File: src/rtl/parallel_serial_param.sv
// Parametrised parallel-to-serial converter: WIDTH-bit words in over Valid/Ready,
// one bit per clock out, idle symbol inserted when no word is offered at a boundary.
module parallel_serial_param #(
    parameter int unsigned WIDTH     = 8,
    parameter logic [7:0]  IDLE_SYM  = 8'hBC,
    parameter bit          MSB_FIRST = 1'b1
) (
    input  logic             CLK,
    input  logic             RESET,
    input  logic             EN,
    input  logic [WIDTH-1:0] DATA_IN,
    input  logic             Valid,
    output logic             Ready,
    output logic             DATA_OUT,
    output logic             DATA_VALID,
    output logic             SYNC
);

    localparam int unsigned     CntW     = $clog2(WIDTH);
    localparam logic [CntW-1:0] LastCnt  = CntW'(WIDTH - 1);
    localparam logic [WIDTH-1:0] IdleWord = WIDTH'(IDLE_SYM);

    logic [WIDTH-1:0] sh_q, sh_d;
    logic [CntW-1:0]  cnt_q, cnt_d;
    logic             wv_q, wv_d;
    logic             at_last;

    assign at_last = (cnt_q == LastCnt);

    always_ff @(posedge CLK) begin
        if (!RESET) begin
            sh_q  <= '0;
            cnt_q <= LastCnt;
            wv_q  <= 1'b0;
        end else begin
            sh_q  <= sh_d;
            cnt_q <= cnt_d;
            wv_q  <= wv_d;
        end
    end

    always_comb begin
        sh_d  = sh_q;
        cnt_d = cnt_q;
        wv_d  = wv_q;
        if (EN) begin
            if (at_last) begin
                // Word boundary: always load, either the offered word or the idle symbol.
                cnt_d = '0;
                if (Valid) begin
                    sh_d = DATA_IN;
                    wv_d = 1'b1;
                end else begin
                    sh_d = IdleWord;
                    wv_d = 1'b0;
                end
            end else begin
                cnt_d = cnt_q + 1'b1;
                if (MSB_FIRST) begin
                    sh_d = {sh_q[WIDTH-2:0], 1'b0};
                end else begin
                    sh_d = {1'b0, sh_q[WIDTH-1:1]};
                end
            end
        end
    end

    always_comb begin
        Ready      = RESET & EN & at_last;
        DATA_OUT   = MSB_FIRST ? sh_q[WIDTH-1] : sh_q[0];
        DATA_VALID = wv_q;
        SYNC       = (cnt_q == '0) & RESET;
    end

endmodule

File: config.mk
export PLATFORM = sky130hd
export DESIGN_NAME = parallel_serial_param
export DESIGN_NICKNAME = d
export VERILOG_FILES = /design/src/rtl/parallel_serial_param.sv
export SDC_FILE = /design/constraint.sdc
export NUM_CORES = 1
export LEC_CHECK = 0
export ABC_AREA = 0
export CORE_ASPECT_RATIO = 0.9
export CORE_UTILIZATION = 35
export DETAILED_ROUTE_END_ITERATION = 10
export SLEW_MARGIN = 20
export SYNTH_ARGS = -nofsm -noshare
export SYNTH_HDL_FRONTEND = slang
export SYNTH_SLANG_ARGS = --single-unit
File: constraint.sdc
create_clock -name CLK -period 1.2 [get_ports CLK]
set_input_delay 0.24 -clock CLK [delete_from_list [all_inputs] [get_ports CLK]]
set_output_delay 0.24 -clock CLK [all_outputs]
set_load 0.01 [all_outputs]
==> results of run 1 <==
critical path: stages, from the launching register on:
cell     delay, ns
dfxtp_2       0.35
ha_4          0.16
ha_4          0.15
and3_4        0.16
buf_6         0.11
synth_stat cells (3+ instances only):
cell / number
o211ai_1: 7
nand2b_1: 3
ha_1: 4
and3b_1: 5
o21ai_1: 5
dfxtp_1: 12
buf_2: 4
nand3b_1: 6
power breakdown:
| group | leakage, nW | total, W | switching [W] | internal, W |
|---|---|---|---|---|
| logic | 0.300 | 0.000366 | 0.000143 | 0.000222 |
| registers | 0.0986 | 0.000462 | 0.0000265 | 0.000436 |
| clock network | 0.0210 | 0.000329 | 0.000144 | 0.000185 |
how the worst min path moves through the flow:
stage	slack, ns	cells past startpoint	to	start
floorplan	0.40	2	sh_q[1]	Valid
global route	0.52	2	sh_q[4]	sh_q[4]
detailed placement	0.47	2	sh_q[2]	sh_q[2]
CTS	0.48	2	sh_q[7]	sh_q[7]
global placement	0.46	2	sh_q[7]	sh_q[7]
finish	0.48	2	sh_q[2]	sh_q[2]
repair_timing:
| item | 4_1_cts | 5_1_grt |
|---|---|---|
| resized for setup | 33 | 3 |
| buffers inserted | 6 | 1 |
| pin swaps | 9 | 3 |
| cloned | 0 | 0 |
| setup endpoints to repair | 15 | 12 |
state kept, by name (all words and copies together), names as in the netlist:
register	count
sh_q	8
DATA_VALID	1
cnt_q	3
metrics by stage:
stage | setup TNS [ns] | cells | util (%) | power, W | hold slack [ns]
after floorplan | 0 | 66 | - | 0.000595 | 0.403
after global placement | -2.63 | 108 | 49.8 | 0.000695 | 0.458
after detailed placement | -2.81 | 108 | 49.8 | 0.000698 | 0.466
after CTS | -1.43 | 118 | 59.8 | 0.00114 | 0.478
after global routing | -2.02 | 119 | 61.8 | 0.00123 | 0.517
final | -1.45 | 119 | 61.8 | 0.00116 | 0.480
kinds of logic after synthesis:
kind of cell	Yosys count	share of synthesized area, %
muxes	1	1.62
DFF	12	38.9
AOI/OAI and AO/OA	19	19.8
adders and majority gates	4	8.10
buffers and inverters	7	6.28
and+or+nand+nor	23	25.3
per-layer routing:
metal / global-route usage (%) / wire length [µm]
met1: 24.0 / 689
met4: 3.53 / 11
met2: 31.0 / 767
met5: 0 / 0
met3: 7.83 / 58
cell type report:
cell class	count	area (µm²)	share of cell area (%)
flip-flops and latches	12	243	23.6
inverters	2	10.0	0.973
multi-input cells	47	434	42.2
repair buffers	30	275	26.8
clock buffers	4	36.3	3.53
well taps	24	30.0	2.92
cell usage in the layout (no fill, tap or decap):
master | synthesis | layout
a31oi_4 | 0 | 1
o21ai_1 | 5 | 5
dlygate4sd2_1 | 0 | 2
nand2_2 | 0 | 1
and3_4 | 0 | 2
o211ai_1 | 7 | 7
inv_4 | 0 | 1
mux2i_1 | 1 | 1
nor2_2 | 0 | 1
dfxtp_2 | 0 | 2
and3b_1 | 5 | 5
nand4_1 | 1 | 1
buf_2 | 4 | 1
ha_4 | 0 | 4
nand2b_1 | 3 | 1
clkdlybuf4s50_1 | 0 | 11
clkbuf_8 | 0 | 1
o21ai_0 | 2 | 2
nand3_1 | 2 | 2
a21boi_1 | 2 | 2
buf_4 | 0 | 10
dfxtp_1 | 12 | 10
buf_6 | 1 | 6
nand2b_4 | 0 | 2
o21a_1 | 1 | 1
clkbuf_4 | 0 | 3
inv_1 | 2 | 1
nand3b_1 | 6 | 6
a31oi_1 | 2 | 1
or3b_1 | 1 | 1
nand2_1 | 2 | 1
==> impl_metrics.csv, run 1 <==
group,metric,value,unit
global_routing,overflow,0,
global_routing,grt_max_degree,24,
timing,rsz0062_at_grt,"true",
timing,final_max_slew_viol_count,0,
clocking,clk_path_buf_depth,2,
synthesis,synth_area,618,µm²
placed_design,placed_cell_area,830,µm²
clocking,cts_hold_buf,0,
finish,area_delta_synth_final,66.4,%
timing,hold_viol_final,0,
global_routing,grt_first_pass_wirelength,2630,µm
hold_path,hold_path_class,"flop to flop",
synthesis,postSynthCellCount,66,
timing,slew_headroom,77.7,%
synthesis,async_flop_share,0,%
routing,antenna_left,0,
placed_design,dp_slack,-0.513,ns
worst_setup_path,crit_start,"cnt_q[0]",
routing,vias,591,
timing,post-route-period-util,121,%
die,start_util,37.1,%
routing,drt-total-wl,1530,µm
die,core-area,1660,µm²
run,cap_violations,0,
worst_setup_path,r2r-end,"cnt_q[0]",
clocking,numCtsBuffers,3,
worst_setup_path,r2r_cells,5,
worst_setup_path,path_class,"flop to primary output",
clocking,cts.sinks,12,
die,die_w,46.3,µm
global_routing,antenna_found_initial,0,
worst_setup_path,worstPathMaxFanout,2,
worst_setup_path,worstPathArrival,1.21,ns
clocking,h-tree-depth,1,
die,die_h,41.9,µm
worst_setup_path,rrSetupSlack,-0.18,ns
synthesis,synth_area_per_cell,9.37,µm²
die,dieArea,1940,µm²
worst_setup_path,r2r-start,"cnt_q[0]",
outcome,status,"finished with violations",
worst_setup_path,endpoint,"Ready",
synthesis,yosysTopAreaCell,"dfxtp_1",
clocking,cts-root-buf,"clkbuf_4",
synthesis,yosysUniqueCellTypes,21,
worst_setup_path,startpoint_type,"flop",
power_and_ir_drop,p_leak,0.420,nW
synthesis,synth-seq-cells,12,
synthesis,synthFlopType,"dfxtp_1",
routing,drc,0,
synthesis,synth_nets,82,
timing,period_minus_slack,1.45,ns
placed_design,io_buffers,15,
synthesis,synth_top_area_share,38.9,%
power_and_ir_drop,powerDensity,1120,nW/µm²
timing,fin_ws,-0.247,ns
timing,setup_violations,12,
global_routing,grt_use_total,19.3,%
synthesis,synth.top_cells.by_area,"dfxtp_1 39%, o211ai_1 8.5%, ha_1 8.1%, nand3b_1 7.3%, and3b_1 7.1%",
finish,drive_gt1_share,36.8,%
timing,fmax,691,MHz
placed_design,dp_hpwl,867,µm
timing,tightest_slew,0.331,ns
clocking,worst_skew_pair.late_latency,0.28,ns
routing,wl_per_cell,12.8,µm
placed_design,gp_congestion,0.693,
synthesis,yosysSeqAreaShare,38.9,%
die,ios,16,
finish,nets,112,
timing,fin_skew,0.00152,ns
worst_setup_path,endpoint_kind,"primary output",
routing,viasPerCell,4.97,
global_routing,first_global_vias,597,
die,rows,14,
synthesis,synth_edf_count,0,
clocking,clk_pin_slew_worst_paths,0.08,ns
outcome,violations,"setup timing",
worst_setup_path,cp_data_required_time,0.96,ns
finish,fillers,151,
finish,design_area,1030,µm²
routing,drt-initial-drc-count,5,
finish,diodes,0,
routing,firstDrtPassIters,2,
synthesis,yosysWarningCount,0,
power_and_ir_drop,peakVddDrop,0.748,mV
clocking,cts_tree,"built",
(Power assumes the default switching activity.)
==> run 2, diff against run 1 <==
--- a/config.mk
+++ b/config.mk
@@ -8,6 +8,7 @@
 export ABC_AREA = 0
 export CORE_ASPECT_RATIO = 0.9
 export CORE_UTILIZATION = 35
+export CTS_BUF_LIST = sky130_fd_sc_hd__clkbuf_2
 export DETAILED_ROUTE_END_ITERATION = 10
 export SLEW_MARGIN = 20
 export SYNTH_ARGS = -nofsm -noshare
==> impl_metrics.csv, run 2 (same netlist as run 1, synthesis figures left out) <==
group,metric,value,unit
routing,drt-total-wl,1480,µm
finish,final_cell_mix,"11 x clkdlybuf4s50_1, 10 x dfxtp_1, 10 x buf_4",
power_and_ir_drop,peakVddDrop,0.610,mV
global_routing,overflow,0,
worst_setup_path,startpoint_type,"flop",
die,start_util,37.1,%
worst_setup_path,path_class,"flop to primary output",
finish,instances_no_fill,118,
timing,final_max_slew_viol_count,0,
die,die_w,46.3,µm
timing,rsz0062_at_grt,"true",
global_routing,grt_max_degree,24,
clocking,clk_path_buf_depth,2,
worst_setup_path,r2r-start,"cnt_q[0]",
timing,slew_headroom,85.9,%
power_and_ir_drop,p_leak,0.403,nW
timing,period_minus_slack,1.46,ns
timing,tightest_slew,0.211,ns
worst_setup_path,endpoint,"Ready",
worst_setup_path,endpoint_kind,"primary output",
finish,diodes,0,
clocking,clk_pin_slew_worst_paths,0.12,ns
clocking,cts_hold_buf,0,
die,ios,16,
worst_setup_path,rrSetupSlack,-0.19,ns
finish,largest-register,"sh_q",
timing,setup_violations,12,
placed_design,dp_cells,108,
die,die_h,41.9,µm
routing,viasPerCell,5.00,
placed_design,gp_congestion,0.693,
finish,drive_gt1_share,33.0,%
clocking,numCtsBuffers,3,
clocking,cts.sinks,12,
finish,area_delta_synth_final,57.9,%
run,cap_violations,0,
timing,hold_viol_final,0,
finish,nets,111,
worst_setup_path,crit_slowest_cell,"dfxtp_2",
routing,wl_per_cell,12.5,µm
worst_setup_path,r2r_cells,7,
routing,antenna_left,0,
worst_setup_path,worstPathMaxFanout,2,
clocking,cts-root-buf,"clkbuf_2",
global_routing,grt_first_pass_wirelength,2590,µm
hold_path,hold_path_class,"flop to flop",
routing,drc,0,
outcome,status,"finished with violations",
placed_design,dp_hpwl,867,µm
die,rows,14,
timing,fin_skew,0.00467,ns
clocking,cts_tree,"built",
finish,final_common_cell,"clkdlybuf4s50_1",
clocking,h-tree-depth,1,
routing,firstDrtPassIters,3,
global_routing,antenna_found_initial,0,
finish,design_area,976,µm²
power_and_ir_drop,powerDensity,1040,nW/µm²
global_routing,grt_use_total,18.6,%
outcome,violations,"setup timing",
worst_setup_path,crit_path_cell_trace,"ha_4 -> ha_4 -> and3_4 -> buf_6",
placed_design,placed_cell_area,830,µm²
worst_setup_path,crit_path_frequent_cell,"ha_4",
worst_setup_path,r2r-end,"cnt_q[1]",
worst_setup_path,crit_start,"cnt_q[0]",
die,core-area,1660,µm²
worst_setup_path,worstPathArrival,1.22,ns
routing,drt-initial-drc-count,12,
timing,post-route-period-util,122,%
clocking,worst_skew_pair.late_latency,0.27,ns
timing,fin_ws,-0.258,ns
timing,fmax,686,MHz
placed_design,io_buffers,15,
worst_setup_path,cp_slowest_stage_delay,0.36,ns
die,dieArea,1940,µm²
worst_setup_path,cp_data_required_time,0.96,ns
finish,largest_register_ffs,8,
routing,vias,590,
global_routing,first_global_vias,582,
timing,holdWs,0.487,ns
[run 2: power by group]
| group | total, W | internal, W | switching, W |
|---|---|---|---|
| clock network | 0.000214 | 0.0000724 | 0.000142 |
| logic | 0.000339 | 0.000205 | 0.000134 |
| registers | 0.000462 | 0.000436 | 0.0000260 |
[run 2: timing repair]
action / in CTS / in global routing
pin swaps: 7 / 6
buffers inserted: 6 / 0
endpoints found under the setup margin: 15 / 12
gates resized for setup: 31 / 2
endpoints found under the hold margin: 0 / 0
[run 2: per-layer routing]
metal  GRT usage [%]  part of all wire (%)
met1            22.9                    46
met2            30.7                    50
met3            6.52                   3.3
met4            3.53                  0.61
met5               0                     0
[run 2: stage by stage]
| step | setup TNS (ns) | util, % | setup slack (ns) | total power, W |
|---|---|---|---|---|
| floorplan | 0 | - | 0.000755 | 0.000595 |
| finish | -1.64 | 58.6 | -0.258 | 0.00102 |
| detailed placement | -2.81 | 49.8 | -0.513 | 0.000698 |
| CTS | -1.66 | 58.3 | -0.258 | 0.00101 |
| global route | -2.29 | 58.6 | -0.301 | 0.00109 |
| global placement | -2.63 | 49.8 | -0.490 | 0.000695 |
[run 2: cell type report]
class,instances,area [µm²]
Clock buffer,3,15.0
Clock inverter,1,3.75
Fill cell,150,688
Inverter,2,10.0
Multi-Input combinational cell,47,410
Sequential cell,12,243
Tap cell,24,30.0
Timing Repair Buffer,29,264
[run 2: worst max-delay path: cells and delay by family, from the launching register on]
family	cells	cell delay [ns]
fa+ha+maj	2	0.31
buf+inv	1	0.11
flops	1	0.36
simple gates	1	0.16
[run 2: worst min-delay path by stage]
stage / cells after the start / slack (ns) / startpoint / to
after detailed placement: 2 / 0.47 / sh_q[2] / sh_q[2]
final: 2 / 0.49 / sh_q[2] / sh_q[2]
after global placement: 2 / 0.46 / sh_q[7] / sh_q[7]
after CTS: 2 / 0.48 / sh_q[7] / sh_q[7]
after global routing: 2 / 0.52 / sh_q[4] / sh_q[4]
after floorplan: 2 / 0.40 / Valid / sh_q[1]
